## src/rtl/mask_xor_scheduler_if.sv

```systemverilog
// rtl/mask_xor_scheduler_if.sv - requester/result/config bundle for mask_xor_scheduler
interface mask_xor_scheduler_if #(
  parameter int W = 32
);
  // requester 0
  logic         req0_valid;
  logic [W-1:0] req0_a;
  logic [W-1:0] req0_b;
  logic         req0_ready;
  // requester 1
  logic         req1_valid;
  logic [W-1:0] req1_a;
  logic [W-1:0] req1_b;
  logic         req1_ready;
  // result stream
  logic         out_valid;
  logic         out_ready;
  logic [W-1:0] out_y;
  logic         out_id;
  // mask configuration
  logic         cfg_we;
  logic [W-1:0] cfg_mask;
  logic [W-1:0] mask_q;

  // requesters, consumer and configuration master (the environment)
  modport master (
    output req0_valid, req0_a, req0_b,
    input  req0_ready,
    output req1_valid, req1_a, req1_b,
    input  req1_ready,
    input  out_valid, out_y, out_id,
    output out_ready,
    output cfg_we, cfg_mask,
    input  mask_q
  );

  // the scheduler itself
  modport slave (
    input  req0_valid, req0_a, req0_b,
    output req0_ready,
    input  req1_valid, req1_a, req1_b,
    output req1_ready,
    output out_valid, out_y, out_id,
    input  out_ready,
    input  cfg_we, cfg_mask,
    output mask_q
  );
endinterface

```

## src/rtl/mask_xor_scheduler.sv

```systemverilog
// rtl/mask_xor_scheduler.sv - round-robin shared (a|b)^mask datapath, optional mask write via MASK_XOR_SCHED_CFG_EN
module mask_xor_scheduler #(
  parameter int          W        = 32,
  parameter logic [31:0] MASK_RST = 32'hC000_0003
) (
  input  logic                  clk,
  input  logic                  rst,
  mask_xor_scheduler_if.slave   bus
);

  typedef enum logic {
    EMPTY = 1'b0,
    FULL  = 1'b1
  } state_t;

  state_t       state_q;
  logic [W-1:0] out_y_q;
  logic         out_id_q;
  logic         last_id_q;
  logic [W-1:0] mask_cur;

  logic         grant0;
  logic         grant1;
  logic         can_accept;
  logic         take0;
  logic         take1;
  logic         take_any;
  logic [W-1:0] sel_a;
  logic [W-1:0] sel_b;
  logic [W-1:0] out_y_d;
  logic         out_id_d;

`ifdef MASK_XOR_SCHED_CFG_EN
  logic [W-1:0] mask_val_q;

  // mask register: a write lands on the next edge, so a same-cycle grant still sees the old value
  always_ff @(posedge clk or posedge rst) begin
    if (rst) begin
      mask_val_q <= W'(MASK_RST);
    end else if (bus.cfg_we) begin
      mask_val_q <= bus.cfg_mask;
    end
  end

  assign mask_cur = mask_val_q;
`else
  // mask is a fixed constant; the config port is present but has no effect
  logic unused_cfg;
  assign unused_cfg = &{1'b0, bus.cfg_we, bus.cfg_mask};
  assign mask_cur   = W'(MASK_RST);
`endif

  assign bus.mask_q = mask_cur;

  // round-robin arbitration: on contention the requester not served last wins
  always_comb begin
    grant0 = 1'b0;
    grant1 = 1'b0;
    if (bus.req0_valid && bus.req1_valid) begin
      grant0 = last_id_q;
      grant1 = ~last_id_q;
    end else begin
      grant0 = bus.req0_valid;
      grant1 = bus.req1_valid;
    end
  end

  // the result slot frees up when empty or when it drains this cycle; nothing is accepted in reset
  assign can_accept = ~rst & ((state_q == EMPTY) | bus.out_ready);
  assign take0      = can_accept & grant0;
  assign take1      = can_accept & grant1;
  assign take_any   = take0 | take1;

  assign bus.req0_ready = take0;
  assign bus.req1_ready = take1;

  // shared datapath operand steering and result computation
  always_comb begin
    sel_a    = bus.req0_a;
    sel_b    = bus.req0_b;
    out_id_d = 1'b0;
    if (take1) begin
      sel_a    = bus.req1_a;
      sel_b    = bus.req1_b;
      out_id_d = 1'b1;
    end
    out_y_d = (sel_a | sel_b) ^ mask_cur;
  end

  // result-slot FSM with registered result, tag and round-robin history
  always_ff @(posedge clk or posedge rst) begin
    if (rst) begin
      state_q   <= EMPTY;
      out_y_q   <= '0;
      out_id_q  <= 1'b0;
      last_id_q <= 1'b1;
    end else begin
      case (state_q)
        EMPTY: begin
          if (take_any) begin
            out_y_q   <= out_y_d;
            out_id_q  <= out_id_d;
            last_id_q <= out_id_d;
            state_q   <= FULL;
          end
        end
        FULL: begin
          if (take_any) begin
            out_y_q   <= out_y_d;
            out_id_q  <= out_id_d;
            last_id_q <= out_id_d;
            state_q   <= FULL;
          end else if (bus.out_ready) begin
            state_q   <= EMPTY;
          end
        end
        default: state_q <= EMPTY;
      endcase
    end
  end

  assign bus.out_valid = (state_q == FULL);
  assign bus.out_y     = out_y_q;
  assign bus.out_id    = out_id_q;

endmodule

```

## src/flat_wrapper.sv

```systemverilog
// flat-port wrapper written by rule: the top's interface ports become plain ports
module mask_xor_scheduler_flat 
#(
  parameter int          W        = 32,
  parameter logic [31:0] MASK_RST = 32'hC000_0003
)
  (clk, rst, bus_req0_valid, bus_req0_a, bus_req0_b, bus_req0_ready, bus_req1_valid, bus_req1_a, bus_req1_b, bus_req1_ready, bus_out_valid, bus_out_y, bus_out_id, bus_out_ready, bus_cfg_we, bus_cfg_mask, bus_mask_q);
  mask_xor_scheduler_if #(.W(W)) bus_i ();
  input  logic clk;
  input  logic rst;
  input wire logic [$bits(bus_i.req0_valid)-1:0] bus_req0_valid;
  input wire logic [$bits(bus_i.req0_a)-1:0] bus_req0_a;
  input wire logic [$bits(bus_i.req0_b)-1:0] bus_req0_b;
  output wire logic [$bits(bus_i.req0_ready)-1:0] bus_req0_ready;
  input wire logic [$bits(bus_i.req1_valid)-1:0] bus_req1_valid;
  input wire logic [$bits(bus_i.req1_a)-1:0] bus_req1_a;
  input wire logic [$bits(bus_i.req1_b)-1:0] bus_req1_b;
  output wire logic [$bits(bus_i.req1_ready)-1:0] bus_req1_ready;
  output wire logic [$bits(bus_i.out_valid)-1:0] bus_out_valid;
  output wire logic [$bits(bus_i.out_y)-1:0] bus_out_y;
  output wire logic [$bits(bus_i.out_id)-1:0] bus_out_id;
  input wire logic [$bits(bus_i.out_ready)-1:0] bus_out_ready;
  input wire logic [$bits(bus_i.cfg_we)-1:0] bus_cfg_we;
  input wire logic [$bits(bus_i.cfg_mask)-1:0] bus_cfg_mask;
  output wire logic [$bits(bus_i.mask_q)-1:0] bus_mask_q;
  assign bus_i.req0_valid = bus_req0_valid;
  assign bus_i.req0_a = bus_req0_a;
  assign bus_i.req0_b = bus_req0_b;
  assign bus_req0_ready = bus_i.req0_ready;
  assign bus_i.req1_valid = bus_req1_valid;
  assign bus_i.req1_a = bus_req1_a;
  assign bus_i.req1_b = bus_req1_b;
  assign bus_req1_ready = bus_i.req1_ready;
  assign bus_out_valid = bus_i.out_valid;
  assign bus_out_y = bus_i.out_y;
  assign bus_out_id = bus_i.out_id;
  assign bus_i.out_ready = bus_out_ready;
  assign bus_i.cfg_we = bus_cfg_we;
  assign bus_i.cfg_mask = bus_cfg_mask;
  assign bus_mask_q = bus_i.mask_q;
  mask_xor_scheduler #(.W(W), .MASK_RST(MASK_RST)) u_core (.clk(clk), .rst(rst), .bus(bus_i));
endmodule
```

## config.mk

```make
export PLATFORM = sky130hd
export DESIGN_NAME = mask_xor_scheduler_flat
export DESIGN_NICKNAME = d
export VERILOG_FILES = /design/src/rtl/mask_xor_scheduler_if.sv /design/src/rtl/mask_xor_scheduler.sv /design/src/flat_wrapper.sv
export SDC_FILE = /design/constraint.sdc
export NUM_CORES = 1
export LEC_CHECK = 0
export BUFFER_PORTS_ARGS = -buffer_cell sky130_fd_sc_hd__buf_2
export CAP_MARGIN = 20
export CORE_AREA = 2 2 91 93
export CTS_CLUSTER_DIAMETER = 40
export DETAILED_ROUTE_END_ITERATION = 10
export DIE_AREA = 0 0 93 95
export PLACE_DENSITY_LB_ADDON = 0.2
export SLEW_MARGIN = 20
export SYNTH_ARGS = -nofsm -noshare
export SYNTH_HDL_FRONTEND = slang
export SYNTH_SLANG_ARGS = --single-unit
```

## constraint.sdc

```tcl
create_clock -name clk -period 5.4 [get_ports clk]
set_clock_uncertainty 0.1 [all_clocks]
set_input_delay 0.27 -clock clk [delete_from_list [all_inputs] [get_ports clk]]
set_output_delay 0.27 -clock clk [all_outputs]
set_load 0.05 [all_outputs]
```

==> results.cfg <==
[synthesis]
syn_inst = 239
yosysUniqueCellTypes = 24
synth_area_leaders = dfrtp_1 36%, a311o_1 13%, a2111oi_0 12%
synth.cell_area_um2 = 2350
syn_area_per_cell_um2 = 9.832
yosysTopAreaCellShare = 0.3621
yosys.area.top_type = dfrtp_1
synth_warnings = 0
ys_seq_elements = 35
ys_seq_area_frac = 0.3733

[clocking]
cts_buffers = 5
clkLatencyLatePin_ps = 290
cts.repair.resized = 0
cts_tree = done
clockRootBuffer = clkbuf_8
cts_sinks = 35
htree_levels = 2
clk_pin_slew_ps = 80
post_cts_buffers = 0
clk_path_buf_depth = 2
cts.hold.buffers_added = 0

[place]
gp_congestion = 0.7519
dpl.hpwl_um = 4948
io_buffers = 168

[routing]
totalWireLength_um = 7292
dr.first_iter.drc_count = 45
vias_per_cell = 4.978
dr_total_vias = 2469
postRouteAntennaNets = 0
drc = 0
wire_per_inst_um = 14.70
first_pass_iters = 4

[power_and_ir_drop]
power_density_nw_per_um2 = 327.1
peakVddDrop_uv = 112.8
power_mw = 1.056
p_leak_nw = 1.581

[global_route]
grt_usage = 0.1567
first_global_vias = 2260
overflow = 0
antenna_found_initial = 0
grt_max_degree = 45
grt_pass1_wl_um = 10900

[floorplanning]
dieArea_um2 = 8835
rows = 33
pin_count = 234
initial_core_util = 0.2964
die_x_um = 93
die_h_um = 95
core-area_um2 = 7928

[finish]
diodes = 0
final_common_cell = buf_2
nNetsFinal = 556
drive_above_1_share = 0.4834
mostFrequentLayoutCells = 168 x buf_2, 34 x dfrtp_1, 32 x conb_1
area_delta_synth_final_pct = 37.43
n_fill_cell = 815

[critical_path]
worst-setup-path-type = reg -> reg
path_cells = a21boi_4 > buf_4 > a2111oi_0 > a22o_1
cp_max_fo = 33
endpoint_kind = register
max_stage_delay_ps = 630
critPathSlowestCell = a21boi_4
critPathRequiredTime_ps = 5480
crit_arrival_ps = 2190
critPathLaunchType = register

[timing]
final-setup-viol-count = 0
fin_setup_tns_ps = 0
fin_crit_sh = 0.3912
rsz0062_at_grt = no
finalCriticalPeriod_ps = 2113
maxSlewHeadroom = 0.4726
drv_slew = 0
fmax_mhz = 473.4
hold_viol = 0
worst_pin_slew_ps = 789.2

[hold_path]
min_path_type = in -> reg

[run_status]
outcome = complete, no violations

[flow_run]
drv_cap = 0
-- flip-flops by register name (all words and copies together) (netlist names) --
signal,flops
u_core.last_id_q,1
u_core.bus.out_y,32
u_core.bus.out_id,1
u_core.bus.out_valid,1
-- path summary, 6_finish.rpt --
kind | from | end | slack [ps] | cells after the start
max in group asynchronous | rst | u_core.last_id_q | 4120 | 3
hold reg to reg | u_core.bus.out_id | u_core.bus.out_id | 390 | 1
setup / recovery | u_core.last_id_q | u_core.bus.out_y[29] | 3290 | 4
min in group asynchronous | rst | u_core.bus.out_y[18] | 210 | 2
hold / removal | bus_req0_a[0] | u_core.bus.out_y[0] | 150 | 3
setup reg to reg | u_core.last_id_q | u_core.bus.out_y[29] | 3290 | 4
-- cell type report --
cell class | count | area, um^2 | share of cell area
repair buffers | 173 | 878.3 | 0.2720
flip-flops and latches | 35 | 877.1 | 0.2716
inverters | 2 | 7.507 | 0.002325
multi-input cells | 173 | 1217 | 0.3770
clock inverters | 2 | 35.03 | 0.01085
well taps | 105 | 131.4 | 0.04068
clock buffers | 6 | 82.58 | 0.02557
-- per-layer routing --
metal,share of wire,GRT usage
met4,0.012,0.04779
met5,0,0
met2,0.50,0.2983
met3,0.074,0.03272
met1,0.41,0.1745
-- report_power, final --
group          internal, mW  total [mW]  switching [mW]  leakage, nW
sequential            0.312       0.340          0.0272        0.411
combinational         0.132       0.469           0.338         1.11
clock                 0.149       0.247          0.0980       0.0612
-- cell usage after synthesis --
library cell  number
clkbuf_1          21
a22o_1            27
nor2b_1            1
buf_4             32
nand2_1            1
o21ai_0            1
a311o_1           31
nor2_1            32
o31ai_1            1
conb_1             2
inv_1              2
o31ai_2            1
a21bo_2            1
a21boi_2           1
or2b_1             1
a21o_1             2
dfrtp_1           34
a2111oi_0         31
buf_6              4
a2bb2oi_1          4
or3_1              1
nor3_1             5
buf_2              2
dfstp_2            1
-- cell families (layout without fill, tap and decap cells) --
family | count (synthesis) | after routing | synth area share
compound gates | 100 | 100 | 0.3892
buf+inv | 61 | 183 | 0.1624
simple gates | 41 | 41 | 0.07189
flops | 35 | 35 | 0.3733
other cells | 2 | 32 | 0.003196
-- through the flow --
| stage | instance area (um^2) | util | hold WS (ps) | setup slack, ps | std cells |
|---|---|---|---|---|---|
| 6_report | 3229 | 0.4074 | 151.7 | 3287 | 496 |
| 5_1_grt | 3229 | 0.4074 | 161.2 | 3122 | 496 |
| 4_1_cts | 3229 | 0.4074 | 149.8 | 3280 | 496 |
| 3_5_place_dp | 3112 | 0.3925 | 373.6 | 3004 | 488 |
| 3_3_place_gp | 3110 | 0.3924 | 365.0 | 2985 | 488 |
| 2_1_floorplan | 2462 | - | 350.8 | 2815 | 269 |
-- worst max-delay path, delay by kind of cell (launching register included) --
family / cells / cell delay (ps)
compound gates: 3 / 1040
buf+inv: 1 / 440
flops: 1 / 400
(Power assumes the default switching activity.)
